`config.mk`:
```
export PLATFORM = sky130hd
export DESIGN_NAME = handshake_slice
export DESIGN_NICKNAME = d
export VERILOG_FILES = /design/src/rtl/handshake_pkg.sv /design/src/rtl/handshake_skid_stage.sv /design/src/rtl/handshake_slice.sv
export SDC_FILE = /design/constraint.sdc
export NUM_CORES = 1
export LEC_CHECK = 0
export CORE_UTILIZATION = 54
export DETAILED_ROUTE_END_ITERATION = 10
export GPL_TIMING_DRIVEN = 0
export PLACE_DENSITY = 0.89
export REMOVE_ABC_BUFFERS = 1
export SYNTH_ARGS = -nofsm -noshare
export SYNTH_HDL_FRONTEND = slang
export SYNTH_SLANG_ARGS = --single-unit
```
`constraint.sdc`:
```
create_clock -name clk -period 8.1 [get_ports clk]
set_clock_uncertainty 0.1 [all_clocks]
set_input_delay 1.62 -clock clk [delete_from_list [all_inputs] [get_ports clk]]
set_output_delay 1.62 -clock clk [all_outputs]
set_load 0.01 [all_outputs]
```
`src/rtl/handshake_pkg.sv`:
```
// ---------------------------------------------------------------------------
// handshake_pkg
//   Shared types and constants for the handshake_slice register slice.
//   hs_state_t    : per-stage occupancy state (EMPTY / BUSY / FULL)
//   HS_MAX_STAGES : largest legal number of chained skid stages
// ---------------------------------------------------------------------------
package handshake_pkg;

  // A stage holds zero, one (main only) or two (main + skid) beats
  typedef enum logic [1:0] {
    EMPTY = 2'b00,
    BUSY  = 2'b01,
    FULL  = 2'b10
  } hs_state_t;

  localparam int HS_MAX_STAGES = 8;

endpackage

```
`src/rtl/handshake_skid_stage.sv`:
```
// ---------------------------------------------------------------------------
// handshake_skid_stage
//   One valid/ready skid stage. Both handshake outputs come from flops only,
//   so neither the valid nor the ready path passes through combinationally.
//   A second (skid) register absorbs the beat that arrives in the cycle the
//   downstream side first stalls.
// Ports
//   clk        in   1      clock, rising edge
//   rstn       in   1      asynchronous active-low reset
//   i_initDone in   1      global "out of reset" qualifier for ready
//   i_valid    in   1      upstream valid
//   o_ready    out  1      upstream ready (registered)
//   i_data     in   WIDTH  upstream payload
//   o_valid    out  1      downstream valid (registered)
//   i_ready    in   1      downstream ready
//   o_data     out  WIDTH  downstream payload (main register)
// ---------------------------------------------------------------------------
module handshake_skid_stage
  import handshake_pkg::*;
#(
  parameter int WIDTH = 32
) (
  input  logic             clk,
  input  logic             rstn,
  input  logic             i_initDone,
  input  logic             i_valid,
  output logic             o_ready,
  input  logic [WIDTH-1:0] i_data,
  output logic             o_valid,
  input  logic             i_ready,
  output logic [WIDTH-1:0] o_data
);

  hs_state_t        r_state;
  logic [WIDTH-1:0] r_main;
  logic [WIDTH-1:0] r_skid;
  logic             w_inFire;
  logic             w_outFire;

  // Handshake outputs depend only on the state register and the init flop,
  // never on this cycle's i_valid / i_ready.
  assign o_valid   = (r_state != EMPTY);
  assign o_ready   = i_initDone & (r_state != FULL);
  assign o_data    = r_main;

  assign w_inFire  = i_valid & o_ready;
  assign w_outFire = o_valid & i_ready;

  // Occupancy FSM with its data registers. main always holds the oldest
  // beat; skid only ever holds the second beat taken while stalled, and is
  // moved into main the moment the downstream side takes the oldest one.
  always_ff @(posedge clk or negedge rstn) begin
    if (!rstn) begin
      r_state <= EMPTY;
      r_main  <= '0;
      r_skid  <= '0;
    end else begin
      case (r_state)
        EMPTY: begin
          if (w_inFire) begin
            r_state <= BUSY;
            r_main  <= i_data;
          end
        end
        BUSY: begin
          if (w_inFire && !w_outFire) begin
            r_state <= FULL;
            r_skid  <= i_data;
          end else if (w_inFire && w_outFire) begin
            r_main  <= i_data;
          end else if (!w_inFire && w_outFire) begin
            r_state <= EMPTY;
          end
        end
        FULL: begin
          if (w_outFire) begin
            r_state <= BUSY;
            r_main  <= r_skid;
          end
        end
        default: begin
          r_state <= EMPTY;
        end
      endcase
    end
  end

endmodule

```
`src/rtl/handshake_slice.sv`:
```
// ---------------------------------------------------------------------------
// handshake_slice
//   Valid/ready register slice built from STAGES chained skid stages. Cuts
//   the combinational valid and ready paths between master and slave while
//   sustaining one transfer per cycle; each stage absorbs one extra beat of
//   backpressure, so the slice holds up to 2*STAGES beats.
// Parameters
//   WIDTH   payload width in bits
//   STAGES  number of chained skid stages, 1..HS_MAX_STAGES
//   CW      occupancy counter width (derived, not overridable)
// Ports
//   clk      in   1      clock, rising edge
//   rstn     in   1      asynchronous active-low reset
//   valid_i  in   1      master valid
//   ready_o  out  1      slice accepts this cycle
//   data_i   in   WIDTH  master payload
//   valid_o  out  1      slave valid
//   ready_i  in   1      slave accepts this cycle
//   data_o   out  WIDTH  slave payload
//   count_o  out  CW     total beats held across all stages
// Configuration
//   HS_DATA_MASK_EN : when defined, data_o reads as 0 whenever valid_o is 0;
//                     otherwise data_o holds the last stage's main register.
// ---------------------------------------------------------------------------
module handshake_slice
  import handshake_pkg::*;
#(
  parameter  int WIDTH  = 32,
  parameter  int STAGES = 1,
  localparam int CW     = $clog2(2*STAGES+1)
) (
  input  logic             clk,
  input  logic             rstn,
  input  logic             valid_i,
  output logic             ready_o,
  input  logic [WIDTH-1:0] data_i,
  output logic             valid_o,
  input  logic             ready_i,
  output logic [WIDTH-1:0] data_o,
  output logic [CW-1:0]    count_o
);

  if ((STAGES < 1) || (STAGES > HS_MAX_STAGES)) begin : g_badStages
    $error("handshake_slice: STAGES must be within 1..%0d", HS_MAX_STAGES);
  end

  // Handshake wires between stages: index 0 faces the master, index STAGES
  // faces the slave.
  logic [STAGES:0]            w_valid;
  logic [STAGES:0]            w_ready;
  logic [STAGES:0][WIDTH-1:0] w_data;
  logic                       w_inFire;
  logic                       w_outFire;
  logic                       r_initDone;
  logic [CW-1:0]              r_count;

  assign w_valid[0]      = valid_i;
  assign w_data[0]       = data_i;
  assign w_ready[STAGES] = ready_i;
  assign ready_o         = w_ready[0];
  assign valid_o         = w_valid[STAGES];
  assign count_o         = r_count;

  assign w_inFire  = valid_i & w_ready[0];
  assign w_outFire = w_valid[STAGES] & ready_i;

  // Keeps every stage's ready low for the first cycle after reset release so
  // nothing is accepted while the rest of the system is still coming out of
  // reset.
  always_ff @(posedge clk or negedge rstn) begin
    if (!rstn) begin
      r_initDone <= 1'b0;
    end else begin
      r_initDone <= 1'b1;
    end
  end

  // Chain of skid stages; each stage's downstream ready is the next stage's
  // registered upstream ready.
  for (genvar g = 0; g < STAGES; g++) begin : g_stage
    handshake_skid_stage #(
      .WIDTH (WIDTH)
    ) u_stage (
      .clk        (clk),
      .rstn       (rstn),
      .i_initDone (r_initDone),
      .i_valid    (w_valid[g]),
      .o_ready    (w_ready[g]),
      .i_data     (w_data[g]),
      .o_valid    (w_valid[g+1]),
      .i_ready    (w_ready[g+1]),
      .o_data     (w_data[g+1])
    );
  end

  // Occupancy across the whole slice. Ready drops once all stages are FULL,
  // so the count never passes 2*STAGES and never wraps.
  always_ff @(posedge clk or negedge rstn) begin
    if (!rstn) begin
      r_count <= '0;
    end else if (w_inFire && !w_outFire) begin
      r_count <= r_count + CW'(1);
    end else if (!w_inFire && w_outFire) begin
      r_count <= r_count - CW'(1);
    end
  end

`ifdef HS_DATA_MASK_EN
  // Idle cycles present all-zero payload to the slave.
  assign data_o = w_data[STAGES] & {WIDTH{w_valid[STAGES]}};
`else
  assign data_o = w_data[STAGES];
`endif

endmodule

```
==> summary.md <==
| Metric | Value |
|---|---|
| Outcome | `finished, final reports clean` |
| Root buf cell | `clkbuf_8` |
| Pwr dens | `366 nW/um^2` |
| Fin. Hold Viols | `0` |
| Post-Syn Area | `3140 um^2` |
| CTS resizes | `0` |
| Design area | `4070 um^2` |
| Number of global-route vias before repair | `1952` |
| Worst hold start | `count_o[1]` |
| Chip Width | `78.3 um` |
| DR vias | `1821` |
| P&R area growth vs syn | `29.7%` |
| Max Freq | `234 MHz` |
| Synth unique cells | `23` |
| CTS tree | `built` |
| Kind of critical path | `in -> reg` |
| Reg2reg start | `g_stage[0].u_stage.r_state[0]` |
| Wire length on met2 | `2620 um` |
| Drt via density | `5.25` |
| Dpl ws | `3.47 ns` |
| Wl on met1 | `2580 um` |
| # IOs | `72` |
| Post-synthesis sequential area ratio | `55.0%` |
| Inst Count DP | `333` |
| Clock Sinks | `69` |
| Core ar. | `5540 um^2` |
| Final HPWL DP | `3660 um` |
| Max IR drop VDD | `0.218 mV` |
| Critical-path cell list | `clkdlybuf4s50_1, and3_1, ha_1, or3b_1, a22oi_4, mux2_2` |
| Share of layout cells above drive strength 1 | `41.1%` |
| Clock Pin Slew Worst Setup and Hold Paths | `0.08 ns` |
| Setup bufs post-CTS | `0` |
| Routed WL | `5540 um` |
| Critical path launch point type | `input port` |
| Unrepaired setup endpoints after global routing | `no` |
| Hold Path Stages | `1` |
| Least-Margin Pin Slew | `1.37 ns` |
| Worst-Skew Late Latency | `0.34 ns` |
| Reg2Reg Depth | `8` |
| Area of placed instances | `3910 um^2` |
| Total GRT Usage | `20.0%` |
| End-of-flow core utilization | `73.5%` |
| Gpl congestion | `0.710` |
| Avg WL per Cell | `16.0 um` |
| Reg2reg end | `g_stage[0].u_stage.o_data[26]` |
| Starting Density | `56.7%` |
| Hold EP | `count_o[1]` |
| Post-route ant nets | `0` |
| Number of port buffers | `71` |
| Post-synthesis cell count | `198` |
| CP endpoint kind | `flop` |
| TritonRoute pass-1 iters | `4` |
| CTS buffer count | `9` |
| Seq cells post-synth | `69` |
| Top Layer Used | `met4` |
| Ant diodes | `0` |
| Largest net degree at the start of global routing | `70` |
| Crit Path Max Fanout | `32` |
| Deepest clock path buffer count | `2` |
| FP Rows | `27` |
| Fin crit period | `4.27 ns` |
| Setup ws final | `3.83 ns` |
| Initial antenna violation count | `0` |
| Yosys warning total | `0` |
| Final Net Count | `310` |
| H-tree level count | `3` |
| Crit share post-route | `52.7%` |
| Max Transition Viols Final | `0` |
| Drt drc | `0` |
| Tot Pwr | `1.49 mW` |
| Worst reg2reg setup slack | `4.32 ns` |
| Post-Route Setup TNS | `0 ns` |
| WL met3 | `237 um` |
| Crit-path max cell delay | `1.05 ns` |
| Max_slew headroom | `8.87%` |
| P_leak | `1.74 nW` |
| Post-route non-filler standard cell count | `347` |
| Worst hold path class | `reg -> reg` |
| Hold slack | `0.370 ns` |
| Crit-path slowest cell | `a22oi_4` |
| Worst Path Arrival | `4.38 ns` |
| Endpoints failing setup | `0` |
| GRT Residual Overflow | `0` |
| Total of max-cap violations | `0` |
| Die ar. | `6130 um^2` |
| Die height | `78.3 um` |
| Mapped Avg Cell Area | `15.9 um^2` |
| Starting DRT DRC Count | `45` |
| Worst Path Required | `8.21 ns` |
| First-pass GRT wire length | `9250 um` |
| Post-CTS Hold Buffers | `0` |
## synth_stat cells
master	count	area share, %
a21oi_1	1	0.16
a22oi_1	1	0.24
buf_2	3	0.48
mux2_4	18	8.6
mux2_1	2	0.72
or3b_1	1	0.28
and3_1	1	0.20
dfrtp_1	69	55
nor2_1	1	0.12
nand2_1	1	0.12
o22ai_1	1	0.20
conb_1	1	0.12
ha_1	2	0.80
xor2_1	2	0.56
buf_6	7	2.5
nand3b_1	2	0.48
a22oi_4	1	0.68
nor2b_1	3	0.60
o21bai_1	1	0.24
mux2_2	76	27
xnor2_1	1	0.28
inv_1	2	0.24
or2_2	1	0.20
## sequential cells by signal (all words and copies together), names as in the netlist
name and flops:
count_o 2, r_initDone 1, g_stage.u_stage.r_state 2, g_stage.u_stage.r_skid 32, g_stage.u_stage.o_data 32
## area by class of cell
class                      count  area (um^2)
tap                           72         90.1
inverter                       2         7.51
clock buffer                  12          155
clock inverter                 2         10.0
multi-input combinational    117         1320
sequential                    69         1730
fill                         382         1470
timing repair buffer          73          763
## how the worst max path moves through the flow
stage	from	end	slack [ns]	cells after the start
after floorplan	g_stage[0].u_stage.r_state[0]	g_stage[0].u_stage.o_data[18]	3.72	7
after global placement	g_stage[0].u_stage.r_state[0]	g_stage[0].u_stage.o_data[22]	2.48	7
after detailed placement	valid_i	g_stage[0].u_stage.o_data[23]	3.47	6
after CTS	valid_i	g_stage[0].u_stage.o_data[6]	3.83	6
after global routing	valid_i	g_stage[0].u_stage.o_data[19]	3.73	6
final	valid_i	g_stage[0].u_stage.o_data[26]	3.83	6
## power breakdown
part / internal, mW / switching [mW]
logic: 0.417 / 0.219
clock network: 0.124 / 0.120
registers: 0.519 / 0.0931
total: 1.06 / 0.432
## logic make-up after synthesis
logic type / after synthesis / share of synthesized area, %
simple gates: 10 / 1.99
mux: 96 / 36.6
other cells: 1 / 0.119
buf+inv: 12 / 3.23
compound gates: 5 / 1.51
fa+ha+maj: 2 / 0.796
xor+xnor: 3 / 0.836
flops: 69 / 55.0
## layer usage
layer,vias up,GRT usage (%)
li1,853,-
met1,916,26.3
met2,44,31.1
met3,8,5.23
met4,0,8.89
met5,-,0
## layout by cell type (no fill, tap or decap)
master	Yosys	layout
clkbuf_8	0	11
buf_4	0	1
nand2_1	1	1
nor2b_1	3	2
mux2_4	18	18
clkbuf_1	0	1
conb_1	1	1
xnor2_1	1	1
or2_2	1	1
nand3b_1	2	2
dfrtp_1	69	69
mux2_1	2	2
a21oi_1	1	1
a22oi_1	1	1
o21bai_1	1	1
clkdlybuf4s50_1	0	70
clkinv_2	0	2
inv_1	2	2
or3b_1	1	1
xor2_1	2	2
and3_1	1	1
ha_1	2	2
nor2_1	1	1
mux2_2	76	76
buf_16	0	2
nor2b_4	0	1
o22ai_1	1	1
a22oi_4	1	1
## critical path: cells and delay by family
family	cells	cell delay [ns]
multiplexers	1	0.43
AO/OA/AOI/OAI	1	1.05
buffers and inverters	1	0.43
adder cells (fa/ha/maj)	1	0.24
AND/OR/NAND/NOR	2	0.60
Power figures use the tool's default switching activity.
